==> src/rtl/cls_hex_formatter.sv <==
// cls_hex_formatter: formats a 32-bit value as an ASCII hex byte stream for a PmodCLS display.
//
// Ports:
//   clock      - system clock, rising edge
//   reset      - synchronous active-high reset, dominates all inputs
//   start      - request to format data (accepted only in IDLE)
//   data       - 32-bit value, latched on start acceptance
//   byte_data  - byte toward the SPI byte sender (0x00 when no byte is offered)
//   byte_valid - byte_data holds a byte to transfer
//   byte_ready - downstream accepts byte_data this cycle
//   busy       - high from start acceptance through the DONE cycle
//   done       - one-cycle pulse after the final transfer
//
// Build option: define CLS_HEX_PREFIX_EN to emit "0x" between the clear
// escape and the digits (13 bytes instead of 11).
module cls_hex_formatter (
    input  logic        clock,
    input  logic        reset,
    input  logic        start,
    input  logic [31:0] data,
    output logic [7:0]  byte_data,
    output logic        byte_valid,
    input  logic        byte_ready,
    output logic        busy,
    output logic        done
);
    localparam logic [2:0] IDLE  = 3'd0;
    localparam logic [2:0] CLEAR = 3'd1;
    localparam logic [2:0] DIGIT = 3'd3;
    localparam logic [2:0] DONE  = 3'd4;
`ifdef CLS_HEX_PREFIX_EN
    localparam logic [2:0] PREFIX      = 3'd2;
    localparam logic [2:0] AFTER_CLEAR = PREFIX;
`else
    localparam logic [2:0] AFTER_CLEAR = DIGIT;
`endif

    logic [2:0]  state_q, state_d;
    logic [3:0]  idx_q, idx_d;
    logic [31:0] val_q, val_d;
    logic [31:0] shifted;
    logic [3:0]  nib;
    logic [7:0]  ascii;
    logic        last;

    // Current digit: shift the selected nibble up to the top of the word.
    assign shifted = val_q << {idx_q[2:0], 2'b00};
    assign nib     = shifted[31:28];
    assign ascii   = (nib < 4'd10) ? 8'h30 + {4'h0, nib} : 8'h37 + {4'h0, nib};
    assign busy    = state_q != IDLE;
    assign done    = state_q == DONE;

    always_comb begin
        state_d    = state_q;
        idx_d      = idx_q;
        val_d      = val_q;
        byte_valid = 1'b0;
        byte_data  = 8'h00;
        last       = 1'b0;
        case (state_q)
            IDLE: begin
                if (start) begin
                    state_d = CLEAR;
                    val_d   = data;
                end
            end
            CLEAR: begin
                byte_valid = 1'b1;
                byte_data  = (idx_q == 4'd0) ? 8'h1B : (idx_q == 4'd1) ? 8'h5B : 8'h6A;
                last       = idx_q == 4'd2;
            end
`ifdef CLS_HEX_PREFIX_EN
            PREFIX: begin
                byte_valid = 1'b1;
                byte_data  = (idx_q == 4'd0) ? 8'h30 : 8'h78;
                last       = idx_q == 4'd1;
            end
`endif
            DIGIT: begin
                byte_valid = 1'b1;
                byte_data  = ascii;
                last       = idx_q == 4'd7;
            end
            default: state_d = IDLE;
        endcase
        // Advance only on an actual transfer; the index restarts at each state change.
        if (byte_valid && byte_ready) begin
            idx_d = last ? 4'd0 : idx_q + 4'd1;
            if (last)
                state_d = (state_q == CLEAR) ? AFTER_CLEAR : (state_q == DIGIT) ? DONE : DIGIT;
        end
    end

    always_ff @(posedge clock) begin
        if (reset) begin
            state_q <= IDLE;
            idx_q   <= 4'd0;
            val_q   <= 32'd0;
        end else begin
            state_q <= state_d;
            idx_q   <= idx_d;
            val_q   <= val_d;
        end
    end
endmodule

==> config.mk <==
export PLATFORM = sky130hd
export DESIGN_NAME = cls_hex_formatter
export DESIGN_NICKNAME = d
export VERILOG_FILES = /design/src/rtl/cls_hex_formatter.sv
export SDC_FILE = /design/constraint.sdc
export NUM_CORES = 1
export LEC_CHECK = 0
export BUFFER_PORTS_ARGS = -buffer_cell sky130_fd_sc_hd__buf_2
export CORE_MARGIN = 2
export CORE_UTILIZATION = 30
export DETAILED_ROUTE_END_ITERATION = 10
export HOLD_SLACK_MARGIN = 0.02
export SYNTH_ARGS = -nofsm -noshare
export SYNTH_HDL_FRONTEND = slang
export SYNTH_SLANG_ARGS = --single-unit
export TNS_END_PERCENT = 1
==> constraint.sdc <==
create_clock -name clock -period 3.1 [get_ports clock]
set_input_delay 0.62 -clock clock [delete_from_list [all_inputs] [get_ports clock]]
set_output_delay 0.62 -clock clock [all_outputs]
set_load 0.05 [all_outputs]
==> results of run 1 <==
==> layout make-up <==
class / instances / area, sq um / share of cell area, %
Inverter: 4 / 15.01 / 0.6645
Timing Repair Buffer: 47 / 240.2 / 10.63
Multi-Input combinational cell: 168 / 1023 / 45.29
Clock buffer: 8 / 100.1 / 4.430
Tap cell: 75 / 93.84 / 4.153
Sequential cell: 39 / 787.0 / 34.83
==> synthesized netlist by cell type, drive strengths merged <==
library cell,instances,area [sq um]
nand2,72,270.3
a21oi,41,209.0
dfxtp,39,780.8
clkbuf,13,48.80
mux4,8,180.2
o21ai,7,35.03
nor2,6,22.52
buf,4,35.03
ha,4,50.05
inv,4,15.02
mux2i,4,65.06
nand3,4,20.02
nor3,4,20.02
a211oi,2,20.02
a21o,2,15.01
nor3b,2,15.01
or3,2,12.51
xor2,2,17.52
a211o,1,8.760
and2,1,6.260
conb,1,3.750
mux2,1,11.26
nand2b,1,6.260
nand4b,1,8.760
or4,1,7.510
or4b,1,10.01
==> worst max-delay path by stage <==
stage,start,end,cells after the start
after floorplan,idx_q[0]$_SDFFE_PP0P_,byte_data[1],7
after global placement,idx_q[0]$_SDFFE_PP0P_,byte_data[4],7
after detailed placement,idx_q[0]$_SDFFE_PP0P_,byte_data[4],7
after CTS,idx_q[0]$_SDFFE_PP0P_,byte_data[4],7
after global routing,idx_q[0]$_SDFFE_PP0P_,byte_data[1],7
final,idx_q[0]$_SDFFE_PP0P_,byte_data[4],7
==> metrics by stage <==
stage	hold WS, ns	total power [mW]	instances	worst slack (ns)	util, %
after floorplan	0.4331	0.6867	228	0.03380	-
after global placement	0.4467	0.7370	333	0.2936	35.67
after detailed placement	0.4477	0.7391	333	0.1934	35.67
after CTS	0.4575	1.110	341	0.02978	37.35
after global routing	0.4768	1.151	341	0.03834	37.50
final	0.4581	1.097	341	0.1551	37.50
==> layer usage <==
layer  vias to the layer above  wire [microns]  GRT usage (%)
met3                         3             192          3.561
met5                         -               0              0
met2                        42            1777          18.91
met4                         0              31          3.079
li1                        847               -              -
met1                       687            2210          18.33
==> power groups by stage <==
stage	Clock, mW	Combinational [mW]	Sequential (mW)
floorplan	0	0.137	0.550
global placement	0	0.178	0.559
detailed placement	0	0.180	0.559
CTS	0.382	0.181	0.547
global route	0.398	0.202	0.550
finish	0.371	0.179	0.547
==> state kept, by name (all words and copies together) (netlist names) <==
name     count
val_q       32
state_q      3
idx_q        4
==> kinds of logic (layout without fill, tap and decap cells) <==
group / count (synthesis) / count (layout) / synth area share, %
and+or+nand+nor: 95 / 95 / 21.07
AOI/OAI and AO/OA: 53 / 53 / 15.19
DFF: 39 / 39 / 41.22
buffers and inverters: 21 / 59 / 5.218
muxes: 13 / 13 / 13.54
adders and majority gates: 4 / 4 / 2.642
xor gates and xnor gates: 2 / 2 / 0.9249
other: 1 / 1 / 0.1980
==> critical path, delay by kind of cell (launching register included) <==
kind / cells / cell delay [ns]
adders and majority gates: 1 / 0.23
DFF: 1 / 0.43
AOI/OAI and AO/OA: 2 / 0.29
and+or+nand+nor: 1 / 0.05
buffers and inverters: 1 / 0.25
muxes: 2 / 0.78
==> repair_timing <==
item / 4_1_cts / 5_1_grt
setup endpoints to repair: 3 / 3
resized for setup: 1 / 4
pin swaps: 0 / 0
hold endpoints to repair: 0 / 0
==> flow_metrics.py, run 1 <==
metrics = {
    "finish": {
        "antennaDiodeCount": 0,
        "layout_commonest_cell": "nand2_1",
        "area_delta_synth_final_pct": 19.29,
        "nNetsFinal": 305,
        "drive_gt1_share_pct": 27.82,
        "fill_cells": 664,
        "layout_common_cells": "nand2_1 (72), buf_2 (45), a21oi_1 (40), dfxtp_1 (36), mux4_2 (8)",
        "fin_area_sq_um": 2260,
    },
    "power_and_ir_drop": {
        "pwr-share-clk_pct": 33.8,
        "ir_drop_mv": 0.2313,
        "p_leak_nw": 0.9003,
        "swShare_pct": 27.15,
        "p_sw_uw": 297.8,
        "p_comb_share_pct": 16.3,
        "seq_power_share_pct": 49.8,
        "p_int_uw": 799.1,
        "p_per_area_nw_per_um2": 485.4,
    },
    "setup_path": {
        "path_max_fanout": 8,
        "ff2ff_path_depth": 4,
        "r2r-end": "val_q[6]$_SDFFE_PP0P_",
        "worst_r2r_startpoint": "state_q[1]$_SDFF_PP0_",
        "arrival_ns": 2.32,
        "cp_slowest_cell": "mux4_2",
        "r2r_slack_ns": 1.04,
        "crit_type": "flop to output pin",
        "worstPathRequired_ns": 2.48,
        "crit_path_end_kind": "output pin",
        "crit_path_start_kind": "flop",
        "path_cells": "mux4_2 > mux2i_4 > ha_1 > o21ai_1 > a21o_1 > nand2_1 > buf_2",
        "cpPeakStageDelay_ns": 0.54,
    },
    "floorplanning": {
        "die_h_microns": 83.47,
        "die_w_microns": 83.47,
        "die-area_sq_um": 6966,
        "num_rows": 28,
        "top_level_ports": 47,
        "fp.coreArea_sq_um": 6026,
        "initial_utilization_pct": 31.44,
    },
    "clock_network": {
        "cts_buffers": 5,
        "htree_levels": 2,
        "cts_root_buf": "clkbuf_8",
        "cts_buffer_depth": 2,
        "ctsHoldBuffers": 0,
        "cts_sinks": 39,
        "cts.clk_slew.worst_paths_ns": 0.07,
        "cts_tree": "done",
        "clk_latency_ns": 0.28,
        "cts_setup_buffers": 0,
    },
    "synth": {
        "synth_nets": 268,
        "yosysUniqueCellTypes": 33,
        "syn_area_sq_um": 1894,
        "syn_inst": 228,
        "yosys_warnings": 0,
        "avgSynthCellArea_sq_um": 8.308,
        "synth_seq_area_share_pct": 41.22,
        "synth-seq-cells": 39,
    },
    "timing": {
        "hold_viol": 0,
        "slew_headroom_pct": 33.07,
        "rsz0062_at_grt": "false",
        "final.min_clock_period_ns": 2.945,
        "finalSetupViolCount": 0,
        "setup_tns_ns": 0,
        "fin_crit_sh_pct": 95.00,
        "fmaxAchievable_mhz": 339.6,
        "slew_viol_final": 0,
        "skew_ns": 0.001074,
        "worst-slew-pin-transition_ns": 1.002,
    },
    "routing": {
        "vias_per_cell": 4.630,
        "drtPass1Iterations": 4,
        "ant_nets": 0,
        "first_iter_violations": 76,
        "drc": 0,
        "wl_per_cell_microns": 12.35,
        "drt-total-wl_mm": 4.212,
        "vias": 1579,
    },
    "status": {
        "status": "complete, no violations",
    },
    "global_route": {
        "grt_pass1_vias": 1507,
        "grt_max_degree": 40,
        "grt_first_pass_wirelength_mm": 7.162,
        "grt_usage_pct": 12.73,
        "overflow": 0,
        "antenna_found_initial": 0,
    },
    "place": {
        "dp.final_hpwl_mm": 3.114,
        "placed_area_sq_um": 2150,
        "portBuffers": 45,
        "place_congestion": 0.7639,
    },
    "min_path": {
        "hold_end": "val_q[7]$_SDFFE_PP0P_",
        "min_from": "val_q[7]$_SDFFE_PP0P_",
        "hold_path_depth": 2,
        "holdCritPathClass": "flop to flop",
    },
    "run": {
        "drv_cap": 0,
    },
}
No activity file was read; power rests on OpenSTA's default activity.
==> run 2: changes to the inputs <==
--- a/config.mk
+++ b/config.mk
@@ -13,4 +13,4 @@
 export SYNTH_ARGS = -nofsm -noshare
 export SYNTH_HDL_FRONTEND = slang
 export SYNTH_SLANG_ARGS = --single-unit
-export TNS_END_PERCENT = 1
+export TNS_END_PERCENT = 100
==> constraint.sdc (replaced) <==
create_clock -name clock -period 2.4 [get_ports clock]
set_input_delay 0.48 -clock clock [delete_from_list [all_inputs] [get_ports clock]]
set_output_delay 0.48 -clock clock [all_outputs]
set_load 0.05 [all_outputs]
==> flow_metrics.py, run 2 (synthesis results as in run 1) <==
metrics = {
    "status": {
        "status": "finished with violations",
        "violations": "negative setup slack",
    },
    "routing": {
        "vias": 1683,
        "first_iter_violations": 92,
        "drtPass1Iterations": 6,
        "wl_per_cell_microns": 12.76,
        "drt-total-wl_mm": 4.505,
        "drc": 0,
        "ant_nets": 0,
        "vias_per_cell": 4.768,
    },
    "global_route": {
        "grt_usage_pct": 13.31,
        "grt.met3_usage_pct": 3.165,
        "globalRouteMet2Util_pct": 20.75,
        "busiest_layer": "met2",
        "grt_first_pass_wirelength_mm": 7.465,
        "grt_max_degree": 40,
        "grt_pass1_vias": 1577,
        "use_met1_pct": 18.35,
        "antenna_found_initial": 0,
        "overflow": 0,
    },
    "timing": {
        "fin_hold_ws_ns": 0.4229,
        "rsz0062_at_grt": "true",
        "skew_ns": 0.003589,
        "worst-slew-pin-transition_ns": 0.7164,
        "layout_setup_ws_ns": -0.2517,
        "setup_tns_ns": -1.297,
        "finalSetupViolCount": 7,
        "fmaxAchievable_mhz": 377.1,
        "final.min_clock_period_ns": 2.652,
        "slew_headroom_pct": 52.24,
        "fin_crit_sh_pct": 110.5,
        "hold_viol": 0,
        "slew_viol_final": 0,
    },
    "floorplanning": {
        "die_w_microns": 83.47,
        "die-area_sq_um": 6966,
        "top_level_ports": 47,
        "num_rows": 28,
        "initial_utilization_pct": 31.44,
        "fp.coreArea_sq_um": 6026,
        "die_h_microns": 83.47,
    },
    "finish": {
        "layout_common_cells": "nand2_1 (69), buf_2 (38), a21oi_1 (37), dfxtp_1 (36), buf_4 (13)",
        "top_regs": "val_q (32), idx_q (4), state_q (3)",
        "layout_commonest_cell": "nand2_1",
        "final_util_pct": 41.22,
        "largest_reg_flops": 32,
        "area_delta_synth_final_pct": 31.11,
        "multi_input_area_sq_um": 1121,
        "antennaDiodeCount": 0,
        "drive_gt1_share_pct": 34.89,
        "regMostFlops": "val_q",
        "ff_latch_area_sq_um": 787.0,
        "fin_area_sq_um": 2484,
        "instances_no_fill": 353,
        "nNetsFinal": 317,
        "fill_cells": 630,
    },
    "power_and_ir_drop": {
        "ir_drop_mv": 0.3811,
        "swShare_pct": 28.94,
        "pwr-share-clk_pct": 30.0,
        "p_comb_share_pct": 20.1,
        "p_leak_nw": 0.9759,
        "seq_power_share_pct": 49.9,
        "p_sw_uw": 409.8,
        "p_int_mw": 1.006,
        "p_per_area_nw_per_um2": 570.2,
    },
    "setup_path": {
        "crit_path_start_kind": "flop",
        "crit_type": "flop to output pin",
        "crit_path_end_kind": "output pin",
        "crit_buf_inv": 2,
        "path_cells": "mux4_2 > mux2i_4 > buf_6 > a21oi_4 > xor2_2 > o21ai_4 > buf_6",
        "path_depth": 7,
        "endpoint": "byte_data[0]",
        "cp_slowest_cell": "mux4_2",
        "path_max_fanout": 8,
        "cpMostUsedCell": "buf_6",
        "worst_r2r_startpoint": "idx_q[0]$_SDFFE_PP0P_",
        "crit_start": "idx_q[0]$_SDFFE_PP0P_",
        "ff2ff_path_depth": 7,
        "arrival_ns": 2.17,
        "cp_top_family": "multiplexers",
        "worstPathRequired_ns": 1.92,
        "r2r-end": "state_q[0]$_SDFF_PP0_",
        "r2r_slack_ns": 0.42,
        "cpPeakStageDelay_ns": 0.54,
    },
    "run": {
        "drv_cap": 0,
    },
    "clock_network": {
        "cts_root_buf": "clkbuf_8",
        "cts.clk_slew.worst_paths_ns": 0.07,
        "clk_latency_ns": 0.29,
        "cts_sinks": 39,
        "cts_buffers": 5,
        "htree_levels": 2,
        "cts_tree": "done",
        "cts_buffer_depth": 2,
    },
    "place": {
        "dp.cells": 341,
        "dp.final_hpwl_mm": 3.278,
        "placed_area_sq_um": 2265,
        "place_congestion": 0.7611,
        "portBuffers": 45,
    },
    "min_path": {
        "holdCritPathClass": "primary input to flop",
    },
}
## run 2: worst min-delay path by stage
| stage | startpoint | endpoint | cells past startpoint |
|---|---|---|---|
| after CTS | data[13] | val_q[13]$_SDFFE_PP0P_ | 3 |
| final | data[13] | val_q[13]$_SDFFE_PP0P_ | 3 |
| after detailed placement | val_q[2]$_SDFFE_PP0P_ | val_q[2]$_SDFFE_PP0P_ | 2 |
| after global routing | data[13] | val_q[13]$_SDFFE_PP0P_ | 3 |
| after global placement | val_q[6]$_SDFFE_PP0P_ | val_q[6]$_SDFFE_PP0P_ | 2 |
| after floorplan | val_q[11]$_SDFFE_PP0P_ | val_q[11]$_SDFFE_PP0P_ | 2 |
## run 2: per-stage QoR
step	worst slack [ns]	total power, mW
after global placement	-0.04968	0.9701
after floorplan	-0.1562	0.8962
after detailed placement	-0.1057	0.9743
final	-0.2517	1.416
after CTS	-0.2845	1.427
after global routing	-0.3492	1.501
## run 2: worst min-delay path, stage by stage
cell	delay, ns
buf_2	0.09
nand2_1	0.04
a21oi_1	0.05
## run 2: cell type report
type / count / share of cell area, %
multi-input combinational: 168 / 45.14
sequential: 39 / 31.69
timing repair buffer: 59 / 15.37
tap: 75 / 3.778
clock buffer: 6 / 2.922
inverter: 4 / 0.6045
clock inverter: 2 / 0.5038
## run 2: power groups by stage
stage	Combinational, mW	Clock (mW)	Sequential (mW)
after CTS	0.279	0.441	0.707
after global routing	0.314	0.475	0.711
final	0.284	0.426	0.706
after global placement	0.248	0	0.722
after floorplan	0.187	0	0.710
after detailed placement	0.252	0	0.722
## run 2: routing by layer
layer,part of all wire [%],vias to the layer above
met3,4.5,4
met1,49,767
met2,46,39
li1,-,873
met4,0.89,0
met5,0,-
## run 2: what timing repair did
action	in CTS	in global routing
endpoints found under the setup margin	7	7
endpoints found under the hold margin	0	0
pin swaps	7	2
hold buffers	0	0
cloned	0	0
buffers inserted	3	1
gates resized for setup	22	5
==> run 3: changes to the inputs <==
--- a/config.mk
+++ b/config.mk
@@ -10,6 +10,8 @@
 export CORE_UTILIZATION = 30
 export DETAILED_ROUTE_END_ITERATION = 10
 export HOLD_SLACK_MARGIN = 0.02
+export PLACE_DENSITY_LB_ADDON = 0.1
+export RECOVER_POWER = 25
 export SYNTH_ARGS = -nofsm -noshare
 export SYNTH_HDL_FRONTEND = slang
 export SYNTH_SLANG_ARGS = --single-unit
==> constraint.sdc (replaced) <==
create_clock -name clock -period 2.2 [get_ports clock]
set_input_delay 0.44 -clock clock [delete_from_list [all_inputs] [get_ports clock]]
set_output_delay 0.44 -clock clock [all_outputs]
set_load 0.05 [all_outputs]
==> flow_metrics.py, run 3 (synthesis results as in run 1) <==
metrics = {
    "status": {
        "status": "finished with violations",
        "violations": "negative setup slack",
    },
    "global_route": {
        "overflow": 0,
        "grt_max_degree": 40,
        "grt_first_pass_wirelength_mm": 8.100,
        "grt_usage_pct": 14.44,
        "antenna_found_initial": 0,
        "grt_pass1_vias": 1637,
    },
    "place": {
        "placed_area_sq_um": 2307,
        "portBuffers": 45,
        "dp.final_hpwl_mm": 3.458,
        "pre_cts_ws_ns": -0.2240,
        "place_congestion": 0.7563,
    },
    "setup_path": {
        "path_max_fanout": 7,
        "arrival_ns": 2.13,
        "cpPeakStageDelay_ns": 0.54,
        "crit_type": "flop to output pin",
        "path_cells": "mux4_2 > mux2i_4 > ha_4 > nand2_2 > nand2_2 > a21oi_4 > buf_6",
        "worstPathRequired_ns": 1.76,
        "crit_path_start_kind": "flop",
        "cp_slowest_cell": "mux4_2",
        "crit_start": "idx_q[0]$_SDFFE_PP0P_",
        "worst_r2r_startpoint": "idx_q[2]$_SDFFE_PP0P_",
        "crit_buf_inv": 1,
        "crit_path_end_kind": "output pin",
        "cpMostUsedCell": "nand2_2",
        "cp_top_family": "multiplexers",
    },
    "floorplanning": {
        "die-area_sq_um": 6966,
        "initial_utilization_pct": 31.44,
        "num_rows": 28,
        "die_h_microns": 83.47,
        "fp.coreArea_sq_um": 6026,
        "die_w_microns": 83.47,
        "top_level_ports": 47,
    },
    "power_and_ir_drop": {
        "p_int_mw": 1.096,
        "seq_power_share_pct": 49.8,
        "ir_drop_mv": 0.2739,
        "p_leak_nw": 0.9637,
        "swShare_pct": 29.19,
        "p_comb_share_pct": 19.9,
        "p_per_area_nw_per_um2": 624.6,
        "pwr-share-clk_pct": 30.3,
        "p_sw_uw": 451.6,
    },
    "clock_network": {
        "cts_buffer_depth": 2,
        "cts_root_buf": "clkbuf_8",
        "htree_levels": 2,
        "cts.clk_slew.worst_paths_ns": 0.08,
        "cts_buffers": 5,
        "cts_tree": "done",
        "ctsHoldBuffers": 0,
        "cts_sinks": 39,
        "clk_latency_ns": 0.29,
    },
    "finish": {
        "final_util_pct": 41.11,
        "area_delta_synth_final_pct": 30.78,
        "regMostFlops": "val_q",
        "top_regs": "val_q (32), idx_q (4), state_q (3)",
        "nNetsFinal": 315,
        "antennaDiodeCount": 0,
        "largest_reg_flops": 32,
        "fill_cells": 657,
        "layout_commonest_cell": "nand2_1",
        "drive_gt1_share_pct": 33.70,
        "layout_common_cells": "nand2_1 (69), buf_2 (38), a21oi_1 (37), dfxtp_1 (37), buf_4 (9)",
        "ff_latch_area_sq_um": 785.8,
        "multi_input_area_sq_um": 1125,
        "fin_area_sq_um": 2477,
    },
    "routing": {
        "vias_per_cell": 4.729,
        "ant_nets": 0,
        "vias": 1660,
        "drt-total-wl_mm": 4.687,
        "highest_layer": "met4",
        "wl_per_cell_microns": 13.35,
        "route.met3.wl_microns": 172,
        "drc": 0,
        "route.met2.wl_mm": 2.007,
        "drtPass1Iterations": 4,
        "first_iter_violations": 60,
        "m1WireLength_mm": 2.437,
    },
    "timing": {
        "fin_hold_ws_ns": 0.3821,
        "finalSetupViolCount": 7,
        "final.min_clock_period_ns": 2.565,
        "slew_viol_final": 0,
        "worst-slew-pin-transition_ns": 0.7364,
        "hold_viol": 0,
        "fin_crit_sh_pct": 116.6,
        "rsz0062_at_grt": "true",
        "layout_setup_ws_ns": -0.3653,
        "skew_ns": 0.01262,
        "setup_tns_ns": -2.289,
        "slew_headroom_pct": 50.91,
        "fmaxAchievable_mhz": 389.8,
    },
    "min_path": {
        "min_from": "data[29]",
        "holdCritPathClass": "primary input to flop",
    },
    "run": {
        "drv_cap": 0,
    },
}
==> run 3: tightest hold or removal path, delay by kind of cell <==
family,cells,cell delay [ns]
buf+inv,1,0.09
simple gates,1,0.05
compound gates,1,0.05
==> run 3: cell type report <==
cell class	instances	share of cell area, %
clock inverters	2	0.5050
multi-input cells	168	45.40
clock buffers	6	2.929
repair buffers	57	15.05
flip-flops and latches	39	31.72
well taps	75	3.788
inverters	4	0.6061
==> run 3: layer usage <==
metal  track usage [%]  vias up
li1                  -      866
met1             20.83      757
met2             21.26       31
met3             3.561        6
met4             4.399        0
met5                 0        -
==> run 3: timing repair <==
action	in CTS	in global routing
setup endpoints to repair	7	7
resized for setup	22	0
buffers inserted	1	0
pin swaps	4	2
==> run 3: metrics by stage <==
stage	power [mW]	std cells
final	1.547	351
after global routing	1.637	351
after CTS	1.574	351
after detailed placement	1.077	342
after global placement	1.074	342
after floorplan	0.9822	228
==> run 3: path summary, 6_finish.rpt <==
kind	end	slack [ns]	cells past startpoint
worst max-delay path	byte_data[1]	-0.37	7
worst min-delay path	val_q[29]$_SDFFE_PP0P_	0.38	3
worst max register to register	state_q[0]$_SDFF_PP0_	0.28	6
worst min register to register	val_q[5]$_SDFFE_PP0P_	0.46	2
==> run 3: power by group through the flow <==
stage          Clock, mW  Sequential (mW)  Combinational, mW
2_1_floorplan          0            0.774              0.208
3_3_place_gp           0            0.789              0.286
3_5_place_dp           0            0.788              0.289
4_1_cts            0.489            0.772              0.313
5_1_grt            0.519            0.777              0.341
6_report           0.469            0.770              0.308
